===== src/rtl/uart_pkg.sv =====
// Shared UART definitions: receiver/transmitter FSM states and the helpers that derive
// clocks-per-bit and the idle timeout from the clock and baud parameters.
package uart_pkg;

    typedef enum logic [1:0] {
        IDLE  = 2'd0,
        START = 2'd1,
        DATA  = 2'd2,
        STOP  = 2'd3
    } uart_state_t;

    localparam int UART_DATA_BITS = 8;

    // Integer division is intentional: any fractional part is absorbed by mid-bit sampling.
    function automatic int calc_cpb(input int clk_hz, input int baud);
        return clk_hz / baud;
    endfunction

    function automatic int calc_idle_limit(input int clk_hz, input int baud, input int idle_bits);
        return idle_bits * (clk_hz / baud);
    endfunction

endpackage


===== src/rtl/uart_bit_timer.sv =====
// Free-running clocks-per-bit counter with a restart input; raises a tick at the
// half-bit point and at the full-bit point of the current bit period.
module uart_bit_timer #(
    parameter int CPB = 6
) (
    input  logic clk,
    input  logic rst,
    input  logic i_restart,
    output logic o_half_tick,
    output logic o_full_tick
);
    localparam int TW = $clog2(CPB);
    localparam logic [TW-1:0] HALF_LAST = TW'(CPB / 2 - 1);
    localparam logic [TW-1:0] FULL_LAST = TW'(CPB - 1);

    logic [TW-1:0] r_count;

    // Wraps explicitly at CPB-1 so a non-power-of-two CPB never overruns the bit period.
    always_ff @(posedge clk) begin
        if (rst) begin
            r_count <= '0;
        end else if (i_restart || (r_count == FULL_LAST)) begin
            r_count <= '0;
        end else begin
            r_count <= r_count + TW'(1);
        end
    end

    assign o_half_tick = (r_count == HALF_LAST);
    assign o_full_tick = (r_count == FULL_LAST);

endmodule


===== src/rtl/uart_rx_packet.sv =====
// 8N1 byte receiver with line-idle detection and end-of-packet pulse for the packet framer.
// Optional UART_RX_FILTER_EN adds a 3-tap majority glitch filter behind the synchroniser.
module uart_rx_packet #(
    parameter int ClkFrequency = 12000000,
    parameter int Baud         = 2000000,
    parameter int IdleBits     = 16
) (
    input  logic       clk,
    input  logic       rst,
    input  logic       RxD,
    output logic [7:0] RxD_data,
    output logic       RxD_data_ready,
    output logic       RxD_idle,
    output logic       RxD_endofpacket,
    output logic       RxD_frame_err
);
    import uart_pkg::*;

    localparam int CPB        = calc_cpb(ClkFrequency, Baud);
    localparam int IDLE_LIMIT = calc_idle_limit(ClkFrequency, Baud, IdleBits);
    localparam int IW         = $clog2(IDLE_LIMIT + 1);
    localparam logic [IW-1:0] IDLE_MAX = IW'(IDLE_LIMIT);

    logic r_sync1;
    logic r_sync2;
    logic w_rxs;

    always_ff @(posedge clk) begin
        if (rst) begin
            r_sync1 <= 1'b1;
            r_sync2 <= 1'b1;
        end else begin
            r_sync1 <= RxD;
            r_sync2 <= r_sync1;
        end
    end

`ifdef UART_RX_FILTER_EN
    logic [2:0] r_flt;

    always_ff @(posedge clk) begin
        if (rst) begin
            r_flt <= 3'b111;
        end else begin
            r_flt <= {r_flt[1:0], r_sync2};
        end
    end

    assign w_rxs = (r_flt[0] & r_flt[1]) | (r_flt[0] & r_flt[2]) | (r_flt[1] & r_flt[2]);
`else
    assign w_rxs = r_sync2;
`endif

    uart_state_t r_state;
    logic [2:0]  r_bit_idx;
    logic [7:0]  r_shift;
    logic [7:0]  r_data;
    logic        r_ready;
    logic        r_ferr;
    logic        r_eop;
    logic        r_byte_seen;
    logic [IW-1:0] r_idle_cnt;

    logic w_restart;
    logic w_half_tick;
    logic w_full_tick;

    // Realign the bit timer on a falling edge seen in IDLE and again once the start bit is confirmed.
    assign w_restart = ((r_state == IDLE) && !w_rxs) || ((r_state == START) && w_half_tick);

    uart_bit_timer #(
        .CPB(CPB)
    ) u_bit_timer (
        .clk         (clk),
        .rst         (rst),
        .i_restart   (w_restart),
        .o_half_tick (w_half_tick),
        .o_full_tick (w_full_tick)
    );

    always_ff @(posedge clk) begin
        if (rst) begin
            r_state     <= IDLE;
            r_bit_idx   <= '0;
            r_shift     <= '0;
            r_data      <= '0;
            r_ready     <= 1'b0;
            r_ferr      <= 1'b0;
            r_eop       <= 1'b0;
            r_byte_seen <= 1'b0;
            r_idle_cnt  <= '0;
        end else begin
            r_ready <= 1'b0;
            r_ferr  <= 1'b0;
            r_eop   <= 1'b0;
            case (r_state)
                IDLE: begin
                    if (!w_rxs) begin
                        r_state <= START;
                    end else if (r_idle_cnt != IDLE_MAX) begin
                        r_idle_cnt <= r_idle_cnt + IW'(1);
                        if ((r_idle_cnt == IDLE_MAX - IW'(1)) && r_byte_seen) begin
                            r_eop       <= 1'b1;
                            r_byte_seen <= 1'b0;
                        end
                    end
                end
                // The idle count is held here so a rejected glitch does not restart the timeout.
                START: begin
                    if (w_half_tick) begin
                        if (w_rxs) begin
                            r_state <= IDLE;
                        end else begin
                            r_state    <= DATA;
                            r_bit_idx  <= '0;
                            r_idle_cnt <= '0;
                        end
                    end
                end
                DATA: begin
                    if (w_full_tick) begin
                        r_shift   <= {w_rxs, r_shift[7:1]};
                        r_bit_idx <= r_bit_idx + 3'd1;
                        if (r_bit_idx == 3'(UART_DATA_BITS - 1)) begin
                            r_state <= STOP;
                        end
                    end
                end
                STOP: begin
                    if (w_full_tick) begin
                        r_state <= IDLE;
                        if (w_rxs) begin
                            r_data      <= r_shift;
                            r_ready     <= 1'b1;
                            r_byte_seen <= 1'b1;
                            // The high stop-bit sample is the first line-high clock of the gap.
                            r_idle_cnt  <= IW'(1);
                        end else begin
                            r_ferr <= 1'b1;
                        end
                    end
                end
                default: r_state <= IDLE;
            endcase
        end
    end

    assign RxD_data        = r_data;
    assign RxD_data_ready  = r_ready;
    assign RxD_idle        = (r_idle_cnt == IDLE_MAX) && (r_state == IDLE);
    assign RxD_endofpacket = r_eop;
    assign RxD_frame_err   = r_ferr;

endmodule


===== config.mk =====
export PLATFORM = sky130hd
export DESIGN_NAME = uart_rx_packet
export DESIGN_NICKNAME = d
export VERILOG_FILES = /design/src/rtl/uart_pkg.sv /design/src/rtl/uart_bit_timer.sv /design/src/rtl/uart_rx_packet.sv
export SDC_FILE = /design/constraint.sdc
export NUM_CORES = 1
export LEC_CHECK = 0
export CORE_ASPECT_RATIO = 1.1
export CORE_UTILIZATION = 58
export CTS_BUF_LIST = sky130_fd_sc_hd__clkbuf_2
export CTS_CLUSTER_SIZE = 16
export DETAILED_ROUTE_END_ITERATION = 10
export GPL_ROUTABILITY_DRIVEN = 0
export PLACE_DENSITY = 0.81
export SLEW_MARGIN = 20
export SYNTH_ARGS = -nofsm -noshare
export SYNTH_HDL_FRONTEND = slang
export SYNTH_SLANG_ARGS = --single-unit

===== constraint.sdc =====
create_clock -name clk -period 2.1 [get_ports clk]
set_input_delay 0.42 -clock clk [delete_from_list [all_inputs] [get_ports clk]]
set_output_delay 0.42 -clock clk [all_outputs]
set_load 0.02 [all_outputs]

==> flow_summary.json <==
{
  "synthTopCellsByCount": "dfxtp_1 (37), nand2_1 (25), nor2_1 (18)",
  "cts-root-buf": "clkbuf_2",
  "ant_nets": 0,
  "power.leakage_nw": 0.735,
  "status": "finished, final reports clean",
  "first_pass_iters": 6,
  "seqPwrFrac_pct": 58.5,
  "grt_pass1_vias": 1225,
  "nFillCells": 206,
  "rsz0062_at_grt": "no",
  "core_area_sq_mm": 0.00252,
  "diodes": 0,
  "dieHeight_microns": 56.4,
  "ys_ff_latch": 37,
  "multiInputGateArea_sq_um": 728,
  "port_buffers": 14,
  "cts_buffers": 5,
  "postSynthCellCount": 179,
  "hold_viol_final": 0,
  "dieArea_sq_mm": 0.00290,
  "gr-total-overflow": 0,
  "clockBufferDepth": 2,
  "rows": 19,
  "p_sw_mw": 0.309,
  "critPathCaptureType": "output pin",
  "slowest_delay_ns": 0.35,
  "cts_tree": "yes",
  "worstPathRequired_ns": 1.68,
  "worstPathArrival_ns": 1.51,
  "synthDistinctLibCells": 39,
  "hpwl_microns": 2110,
  "insertion_delay_ns": 0.38,
  "vias_per_cell": 5.81,
  "synth.area.top_cells": "dfxtp_1 (47%), nand2_1 (6.0%), ha_1 (5.6%)",
  "post_cts_buffers": 0,
  "setup_tns_ns": 0,
  "cp_slowest_cell": "dfxtp_1",
  "maxSlewViolCount": 0,
  "ys.flop_type": "dfxtp_1",
  "crit_fanout": 3,
  "yosysMostFrequentCell": "dfxtp_1",
  "die_w_microns": 51.5,
  "netlist_area_sq_mm": 0.00156,
  "startpoint_type": "flip-flop",
  "clock.fmax_mhz": 518,
  "fin_nets": 204,
  "pin_count": 15,
  "grt_max_degree": 39,
  "initial_core_util_pct": 61.9,
  "min_period_over_period_pct": 91.9,
  "netSwitchingFraction_pct": 24.3,
  "yosysTopAreaCell": "dfxtp_1",
  "path_cells": "inv_1 -> ha_1 -> nand4_1 -> nor3_1 -> clkbuf_2",
  "yosysWarnings": 0,
  "area_delta_synth_final_pct": 14.5,
  "drc": 0,
  "numClockSinks": 37,
  "antenna_found_initial": 0,
  "synth_edf_count": 0,
  "register_area_sq_um": 741,
  "htree_num_levels": 2,
  "async_flop_share_pct": 0,
  "slew_headroom_pct": 68.9,
  "seq_area_frac_synth_pct": 47.5,
  "p_int_mw": 0.964,
  "cap_violations": 0,
  "ctsHoldBuffers": 0,
  "grt_pass1_wl_microns": 5230,
  "clockPowerShare_pct": 32.7,
  "drt-initial-drc-count": 43,
  "path_clk_slew_ns": 0.18,
  "pwr-share-comb_pct": 8.8,
  "tightest_slew_ns": 0.460,
  "via_count": 1308,
  "syn_avg_cell_area_sq_um": 8.72,
  "worstSetupPathType": "reg -> out",
  "power_density_mw_per_mm2": 712,
  "design_area_sq_mm": 0.00179,
  "grtUsageTotal_pct": 24.2,
  "fin_crit_ns": 1.93,
  "fin_skew_ns": 0.0260,
  "wl_per_cell_microns": 13.5,
  "yosysTopAreaCellShare_pct": 47.5,
  "dpl_cell_area_sq_mm": 0.00173,
  "peakVddDrop_mv": 0.793,
  "hold_path_class": "reg -> reg",
  "drt_wl_total_microns": 3050,
  "drive_gt1_share_pct": 8.25,
  "setup_violations": 0,
  "synth_nets": 189
}
## area by class of cell
| cell class | count | area share [%] |
|---|---|---|
| multi-input cells | 121 | 40.8 |
| flip-flops and latches | 37 | 41.5 |
| inverters | 11 | 2.31 |
| repair buffers | 18 | 9.94 |
| clock buffers | 5 | 1.40 |
| well taps | 31 | 2.17 |
| clock inverters | 2 | 1.96 |
## registers in the layout, indices dropped and copies added, names as in the netlist, named ones only
register / count
u_bit_timer.r_count: 3
r_sync1: 1
r_idle_cnt: 7
RxD_endofpacket: 1
RxD_frame_err: 1
RxD_data_ready: 1
r_state: 1
RxD_data: 8
r_shift: 8
r_sync2: 1
r_bit_idx: 3
r_byte_seen: 1
## kinds of logic (layout without fill, tap and decap cells)
logic type | Yosys count | in the layout | share of synthesized area [%]
AND/OR/NAND/NOR | 70 | 70 | 21.5
flip-flops | 37 | 37 | 47.5
AO/OA/AOI/OAI | 35 | 35 | 13.9
buffers and inverters | 21 | 36 | 5.85
multiplexers | 8 | 8 | 5.13
adder cells (fa/ha/maj) | 7 | 7 | 5.61
XOR/XNOR | 1 | 1 | 0.561
## timing repair
action                     4_1_cts  5_1_grt
gates cloned                     0        0
hold endpoints to repair         0        0
resized for setup                1        3
setup endpoints to repair        1        1
## stage by stage
stage | util, % | hold slack, ns | power [mW] | setup slack, ns | std cells
floorplan | - | 0.389 | 0.845 | 0.425 | 179
global placement | 68.7 | 0.405 | 0.861 | 0.296 | 218
detailed placement | 68.7 | 0.407 | 0.869 | 0.212 | 218
CTS | 71.1 | 0.420 | 1.28 | 0.0473 | 225
global route | 70.9 | 0.437 | 1.33 | 0.0821 | 225
finish | 70.9 | 0.409 | 1.27 | 0.171 | 225
## power by group through the flow
| stage | Sequential, mW | Combinational (mW) | Clock (mW) |
|---|---|---|---|
| after global routing | 0.748 | 0.128 | 0.452 |
| after CTS | 0.744 | 0.112 | 0.426 |
| after floorplan | 0.749 | 0.0964 | 0 |
| final | 0.745 | 0.112 | 0.416 |
| after detailed placement | 0.759 | 0.111 | 0 |
| after global placement | 0.756 | 0.105 | 0 |
## path summary, 6_finish.rpt
path / start / endpoint / slack, ns / cells past startpoint
max: r_idle_cnt[0] / RxD_idle / 0.17 / 5
min: r_sync1 / r_sync2 / 0.41 / 1
max reg2reg: r_state[0] / r_idle_cnt[2] / 0.18 / 4
min reg2reg: r_sync1 / r_sync2 / 0.41 / 1
## critical path: cells and delay by family, from the launching register on
family                     cells  cell delay [ns]
adders and majority gates      1             0.17
and+or+nand+nor                2             0.30
buffers and inverters          2             0.31
DFF                            1             0.35
## cells in the final DEF, fill, tap and decap left out, types with 2 or more instances in the layout
cell             count
nor2_1              18
nand4_1              2
clkbuf_2             6
o21a_1               2
buf_4                3
nor3_1               4
ha_1                 7
nand2_1             25
a21oi_1             15
clkdlybuf4s50_1     13
or2_2                2
and3_1               3
mux2i_1              8
o21ai_0              7
a31oi_1              3
nand3_1              5
or3_1                2
dfxtp_1             37
inv_1               11
## routing by layer
metal | global-route usage (%) | vias up | wire length, microns
li1 | - | 643 | -
met1 | 28.3 | 633 | 1340
met2 | 40.8 | 24 | 1550
met3 | 5.15 | 8 | 99
met4 | 12.4 | 0 | 61
met5 | 0 | - | 0
(Power assumes the default switching activity.)
